### src/rtl/serial_adder.sv
`default_nettype none
// ============================================================================
//  Module   : serial_adder
//  Purpose  : Bit-serial ripple adder. One full-adder bit is computed per
//             clock, LSB first, so a WIDTH-bit add takes WIDTH cycles in RUN
//             followed by a single DONE cycle.
//  Revision : 1.0 - initial release
// ----------------------------------------------------------------------------
//  Parameters
//    WIDTH      operand/result width in bits (2..32)
//  Ports
//    clk        rising-edge clock
//    rst_n      synchronous active-low reset
//    start      request pulse, honoured only while idle
//    a, b       operands, captured when start is accepted
//    carry_in   initial carry, captured when start is accepted
//    busy       high while an operation is in RUN or DONE
//    done       one-cycle pulse when the result becomes valid
//    sum        registered result, held until the next accepted start
//    carry_out  registered final carry, same validity as sum
//    overflow   signed overflow flag (only with SERIAL_ADDER_OVF_EN)
//  Configuration
//    SERIAL_ADDER_OVF_EN  define to add the overflow port and its logic
// ============================================================================
module serial_adder #(
    parameter int WIDTH = 8
) (
    input  logic             clk,
    input  logic             rst_n,
    input  logic             start,
    input  logic [WIDTH-1:0] a,
    input  logic [WIDTH-1:0] b,
    input  logic             carry_in,
    output logic             busy,
    output logic             done,
    output logic [WIDTH-1:0] sum,
`ifdef SERIAL_ADDER_OVF_EN
    output logic             carry_out,
    output logic             overflow
`else
    output logic             carry_out
`endif
);

    localparam int          C_CNT_W = (WIDTH > 2) ? $clog2(WIDTH) : 1;
    localparam logic [C_CNT_W-1:0] C_LAST = C_CNT_W'(WIDTH - 1);

    typedef enum logic [1:0] {
        IDLE = 2'd0,
        RUN  = 2'd1,
        DONE = 2'd2
    } state_t;

    state_t             r_state_q, w_state_d;
    logic [WIDTH-1:0]   r_a_q,     w_a_d;
    logic [WIDTH-1:0]   r_b_q,     w_b_d;
    logic [WIDTH-1:0]   r_res_q,   w_res_d;
    logic [WIDTH-1:0]   r_sum_q,   w_sum_d;
    logic [C_CNT_W-1:0] r_cnt_q,   w_cnt_d;
    logic               r_carry_q, w_carry_d;
    logic               r_cout_q,  w_cout_d;

    // Full-adder slice working on the current LSBs of the shift registers.
    logic w_bit;
    logic w_bit_carry;
    assign w_bit       = r_a_q[0] ^ r_b_q[0] ^ r_carry_q;
    assign w_bit_carry = (r_a_q[0] & r_b_q[0]) | (r_carry_q & (r_a_q[0] ^ r_b_q[0]));

`ifdef SERIAL_ADDER_OVF_EN
    // The operand MSBs are shifted out during RUN, so they are kept aside
    // at acceptance for the overflow decision.
    logic r_amsb_q, w_amsb_d;
    logic r_bmsb_q, w_bmsb_d;
    logic r_ovf_q,  w_ovf_d;
`endif

    always_comb begin
        w_state_d = r_state_q;
        w_a_d     = r_a_q;
        w_b_d     = r_b_q;
        w_res_d   = r_res_q;
        w_sum_d   = r_sum_q;
        w_cnt_d   = r_cnt_q;
        w_carry_d = r_carry_q;
        w_cout_d  = r_cout_q;
`ifdef SERIAL_ADDER_OVF_EN
        w_amsb_d  = r_amsb_q;
        w_bmsb_d  = r_bmsb_q;
        w_ovf_d   = r_ovf_q;
`endif
        case (r_state_q)
            IDLE: begin
                if (start) begin
                    w_state_d = RUN;
                    w_a_d     = a;
                    w_b_d     = b;
                    w_carry_d = carry_in;
                    w_cnt_d   = '0;
`ifdef SERIAL_ADDER_OVF_EN
                    w_amsb_d  = a[WIDTH-1];
                    w_bmsb_d  = b[WIDTH-1];
`endif
                end
            end
            RUN: begin
                // Sum bits enter at the MSB end so that after WIDTH shifts
                // the first (LSB) bit has arrived at position 0.
                w_res_d   = {w_bit, r_res_q[WIDTH-1:1]};
                w_a_d     = r_a_q >> 1;
                w_b_d     = r_b_q >> 1;
                w_carry_d = w_bit_carry;
                w_cnt_d   = r_cnt_q + 1'b1;
                if (r_cnt_q == C_LAST) begin
                    w_state_d = DONE;
                    w_sum_d   = w_res_d;
                    w_cout_d  = w_bit_carry;
`ifdef SERIAL_ADDER_OVF_EN
                    // The bit produced on this final cycle is the sum MSB.
                    w_ovf_d   = (r_amsb_q == r_bmsb_q) && (w_bit != r_amsb_q);
`endif
                end
            end
            DONE: begin
                w_state_d = IDLE;
            end
            default: begin
                w_state_d = IDLE;
            end
        endcase
    end

    always_ff @(posedge clk) begin
        if (!rst_n) begin
            r_state_q <= IDLE;
            r_a_q     <= '0;
            r_b_q     <= '0;
            r_res_q   <= '0;
            r_sum_q   <= '0;
            r_cnt_q   <= '0;
            r_carry_q <= 1'b0;
            r_cout_q  <= 1'b0;
`ifdef SERIAL_ADDER_OVF_EN
            r_amsb_q  <= 1'b0;
            r_bmsb_q  <= 1'b0;
            r_ovf_q   <= 1'b0;
`endif
        end else begin
            r_state_q <= w_state_d;
            r_a_q     <= w_a_d;
            r_b_q     <= w_b_d;
            r_res_q   <= w_res_d;
            r_sum_q   <= w_sum_d;
            r_cnt_q   <= w_cnt_d;
            r_carry_q <= w_carry_d;
            r_cout_q  <= w_cout_d;
`ifdef SERIAL_ADDER_OVF_EN
            r_amsb_q  <= w_amsb_d;
            r_bmsb_q  <= w_bmsb_d;
            r_ovf_q   <= w_ovf_d;
`endif
        end
    end

    assign busy      = (r_state_q == RUN) || (r_state_q == DONE);
    assign done      = (r_state_q == DONE);
    assign sum       = r_sum_q;
    assign carry_out = r_cout_q;
`ifdef SERIAL_ADDER_OVF_EN
    assign overflow  = r_ovf_q;
`endif

endmodule
`default_nettype wire

### config.mk
export PLATFORM = sky130hd
export DESIGN_NAME = serial_adder
export DESIGN_NICKNAME = d
export VERILOG_FILES = /design/src/rtl/serial_adder.sv
export SDC_FILE = /design/constraint.sdc
export NUM_CORES = 1
export LEC_CHECK = 0
export ABC_AREA = 1
export CORE_UTILIZATION = 47
export DETAILED_ROUTE_END_ITERATION = 8
export PLACE_DENSITY = 0.85
export SLEW_MARGIN = 25
export SYNTH_ARGS = -nofsm -noshare
export SYNTH_HDL_FRONTEND = slang
export SYNTH_SLANG_ARGS = --single-unit
### constraint.sdc
create_clock -name clk -period 1.3 [get_ports clk]
set_clock_uncertainty 0.15 [all_clocks]
set_input_delay 0.13 -clock clk [delete_from_list [all_inputs] [get_ports clk]]
set_output_delay 0.13 -clock clk [all_outputs]
set_load 0.01 [all_outputs]
==> insert_results.sql <==
INSERT INTO impl_metrics (metric_group, metric, value, unit) VALUES
('outcome', 'run_status', 'finished with violations', ''),
('outcome', 'failed_checks', 'setup timing', ''),
('place', 'dp.final_hpwl', '2600', 'um'),
('power_and_ir_drop', 'pwr_density_cell', '1240', 'nW/um^2'),
('grt', 'grtUsageTotal', '20.9', '%'),
('floorplan', 'fp.dieH', '63.7', 'um'),
('sta', 'maxClockFrequency', '691', 'MHz'),
('final_layout', 'syn2layout_area_growth', '39.7', '%'),
('synth', 'postSynthCellCount', '250', ''),
('worst_setup_path', 'critical_path.cell_chain', 'inv_2 -> buf_6 -> ha_4 -> nand2_8 -> clkbuf_16 -> nand3b_1 -> nand2_1 -> nor2_1', ''),
('power_and_ir_drop', 'netSwitchingFraction', '31.4', '%'),
('synth', 'synth_enable_flop_cells', '0', ''),
('final_layout', 'most-common-layout-cells', 'sky130_fd_sc_hd__nand2_1 (77), sky130_fd_sc_hd__nor2_1 (48), sky130_fd_sc_hd__dfxtp_1 (35), sky130_fd_sc_hd__clkdlybuf4s50_1 (19), sky130_fd_sc_hd__nand3b_1 (14)', ''),
('sta', 'setup_slack', '-0.147', 'ns'),
('synth', 'ys_top_cells_by_area', 'sky130_fd_sc_hd__dfxtp_1 (43%), sky130_fd_sc_hd__nand2_1 (17%), sky130_fd_sc_hd__nor2_1 (11%)', ''),
('sta', 'final_report_setup_violation_count', '40', ''),
('floorplan', 'core', '3660', 'sq um'),
('synth', 'synth_seq_area_share', '42.6', '%'),
('clock_network', 'ctsLongestPathBuffers', '2', ''),
('sta', 'finalCritPeriodShare', '111', '%'),
('floorplan', 'initial_utilization', '48.8', '%'),
('clock_network', 'cts_tree', 'built', ''),
('route', 'route.detailed.vias_per_inst', '4.96', ''),
('grt', 'antenna_violations_before_repair', '0', ''),
('sta', 'fin_setup_tns', '-2.90', 'ns'),
('grt', 'grt_pass1_vias', '1521', ''),
('synth', 'mappedNetlistArea', '1790', 'sq um'),
('synth', 'synth_seq_cells', '38', ''),
('route', 'drtIter0Drc', '64', ''),
('route', 'firstDrtPassIters', '4', ''),
('grt', 'grt_start_max_net_pins', '28', ''),
('worst_setup_path', 'timing.critical_path.max_delay_family', 'flip-flops', ''),
('route', 'wirelength', '3990', 'um'),
('grt', 'grt_pass1_wl', '6530', 'um'),
('worst_setup_path', 'endpoint_kind', 'register', ''),
('final_layout', 'nNetsFinal', '322', ''),
('power_and_ir_drop', 'post-layout-total-power', '3.10', 'mW'),
('route', 'post-route-drc-count', '0', ''),
('worst_setup_path', 'worst_ep_arrival_time', '1.54', 'ns'),
('final_layout', 'final_common_cell', 'sky130_fd_sc_hd__nand2_1', ''),
('route', 'route.detailed.wl_per_inst', '11.6', 'um'),
('final_layout', 'insertedDiodeCount', '0', ''),
('sta', 'max-slew-margin-rel', '81.2', '%'),
('clock_network', 'cts_htree_levels', '2', ''),
('sta', 'worstMarginPinSlew', '0.280', 'ns'),
('sta', 'report.final.slew_viol_count', '0', ''),
('power_and_ir_drop', 'netSwitchingPower', '0.971', 'mW'),
('power_and_ir_drop', 'power.static_leakage', '1.14', 'nW'),
('synth', 'netlist-cell-type-count', '20', ''),
('worst_setup_path', 'worstPathMaxFanout', '7', ''),
('power_and_ir_drop', 'p_clk_share', '27.2', '%'),
('final_layout', 'register_area', '764', 'sq um'),
('synth', 'synth.avg_cell_area', '7.15', 'sq um'),
('synth', 'top_ff_cell_synth', 'sky130_fd_sc_hd__dfxtp_1', ''),
('place', 'port_buffers', '30', ''),
('floorplan', 'chipWidth', '63.7', 'um'),
('worst_setup_path', 'delay_of_the_slowest_critical_path_stage', '0.33', 'ns'),
('place', 'postPlaceCellArea', '2230', 'sq um'),
('floorplan', 'row_count', '22', ''),
('clock_network', 'clkSlewWorstSetupHoldPaths', '0.07', 'ns'),
('route', 'vias', '1711', ''),
('run', 'drv_cap', '0', ''),
('synth', 'synth_fp_nets', '276', ''),
('synth', 'synth_top_area_share', '42.6', '%'),
('floorplan', 'num_io_pins', '31', ''),
('final_layout', 'layout-drive-gt1-share', '20.5', '%'),
('power_and_ir_drop', 'power.internal', '2.13', 'mW'),
('worst_setup_path', 'criticalPathCategory', 'register to register', ''),
('place', 'dpl_worst_slack', '-0.161', 'ns'),
('clock_network', 'clk_latency', '0.30', 'ns'),
('clock_network', 'clock-root-buffer', 'sky130_fd_sc_hd__clkbuf_8', '');
[tightest hold or removal path, cell delays in order, from the launching register on]
cell                      delay [ns]
sky130_fd_sc_hd__dfxtp_1        0.31
sky130_fd_sc_hd__nand2_1        0.06
sky130_fd_sc_hd__a21oi_1        0.05
[sequential cells by signal (all words and copies together), names as in the netlist]
register / count
r_a_q: 8
r_b_q: 8
sum: 8
r_res_q: 7
r_cnt_q: 3
r_state_q: 2
carry_out: 1
r_carry_q: 1
[through the flow]
step	hold slack, ns	utilization, %
final	0.314	68.2
after global routing	0.351	68.2
after CTS	0.316	66.2
after detailed placement	0.304	61.0
after global placement	0.299	61.0
after floorplan	0.146	-
[synthesized netlist by cell type (2+ instances only)]
cell type / number
sky130_fd_sc_hd__a21oi_1: 12
sky130_fd_sc_hd__a22oi_1: 2
sky130_fd_sc_hd__buf_2: 6
sky130_fd_sc_hd__buf_6: 5
sky130_fd_sc_hd__clkinv_1: 2
sky130_fd_sc_hd__dfxtp_1: 38
sky130_fd_sc_hd__ha_1: 5
sky130_fd_sc_hd__inv_1: 8
sky130_fd_sc_hd__inv_4: 2
sky130_fd_sc_hd__nand2_1: 80
sky130_fd_sc_hd__nand2_4: 2
sky130_fd_sc_hd__nand3_1: 7
sky130_fd_sc_hd__nand3b_1: 14
sky130_fd_sc_hd__nor2_1: 51
sky130_fd_sc_hd__o21ai_0: 9
sky130_fd_sc_hd__o21ai_1: 3
[what timing repair did]
action,CTS,global route
gates resized for setup,42,9
endpoints found under the setup margin,48,40
pin swaps,6,6
cloned,1,1
buffers inserted,1,2
[routing by layer]
metal	share of wire [%]	track usage, %	wire length (um)	up-vias
li1	-	-	-	881
met1	44	23.4	1750	777
met2	51	37.5	2030	45
met3	3.3	3.80	130	8
met4	1.7	9.94	68	0
met5	0	0	0	-
[logic make-up (layout without fill, tap and decap cells)]
group	after synthesis	after routing	synth area share (%)
AO/OA/AOI/OAI	26	26	7.56
adder cells (fa/ha/maj)	6	6	4.62
buffers and inverters	25	72	8.26
flip-flops	38	38	42.6
AND/OR/NAND/NOR	155	155	37.0
[path summary, 6_finish.rpt]
| path | slack [ns] | cells after the start | end | start |
|---|---|---|---|---|
| min reg2reg | 0.31 | 2 | r_res_q[1]$_SDFFE_PN0P_ | r_res_q[1]$_SDFFE_PN0P_ |
| max | -0.15 | 8 | r_a_q[0]$_SDFFE_PN0P_ | r_state_q[1]$_SDFFE_PN0P_ |
| max reg2reg | -0.15 | 8 | r_a_q[0]$_SDFFE_PN0P_ | r_state_q[1]$_SDFFE_PN0P_ |
| min | 0.31 | 2 | r_res_q[1]$_SDFFE_PN0P_ | r_res_q[1]$_SDFFE_PN0P_ |
[power groups by stage]
stage / registers, mW / clock network [mW] / logic [mW]
2_1_floorplan: 1.33 / 0 / 0.567
3_3_place_gp: 1.34 / 0 / 0.748
3_5_place_dp: 1.34 / 0 / 0.772
4_1_cts: 1.32 / 0.867 / 0.879
5_1_grt: 1.33 / 0.901 / 1.03
6_report: 1.32 / 0.844 / 0.934
[area by class of cell]
class                           instances  share of cell area (%)
Multi-Input combinational cell        187                    39.8
Sequential cell                        38                    30.6
Timing Repair Buffer                   51                    20.6
Clock buffer                            7                    3.46
Inverter                               12                    2.61
Tap cell                               48                    2.41
Timing Repair inverter                  1                   0.251
Clock inverter                          1                   0.201
Note: power is estimated with default switching activity, not from simulation.
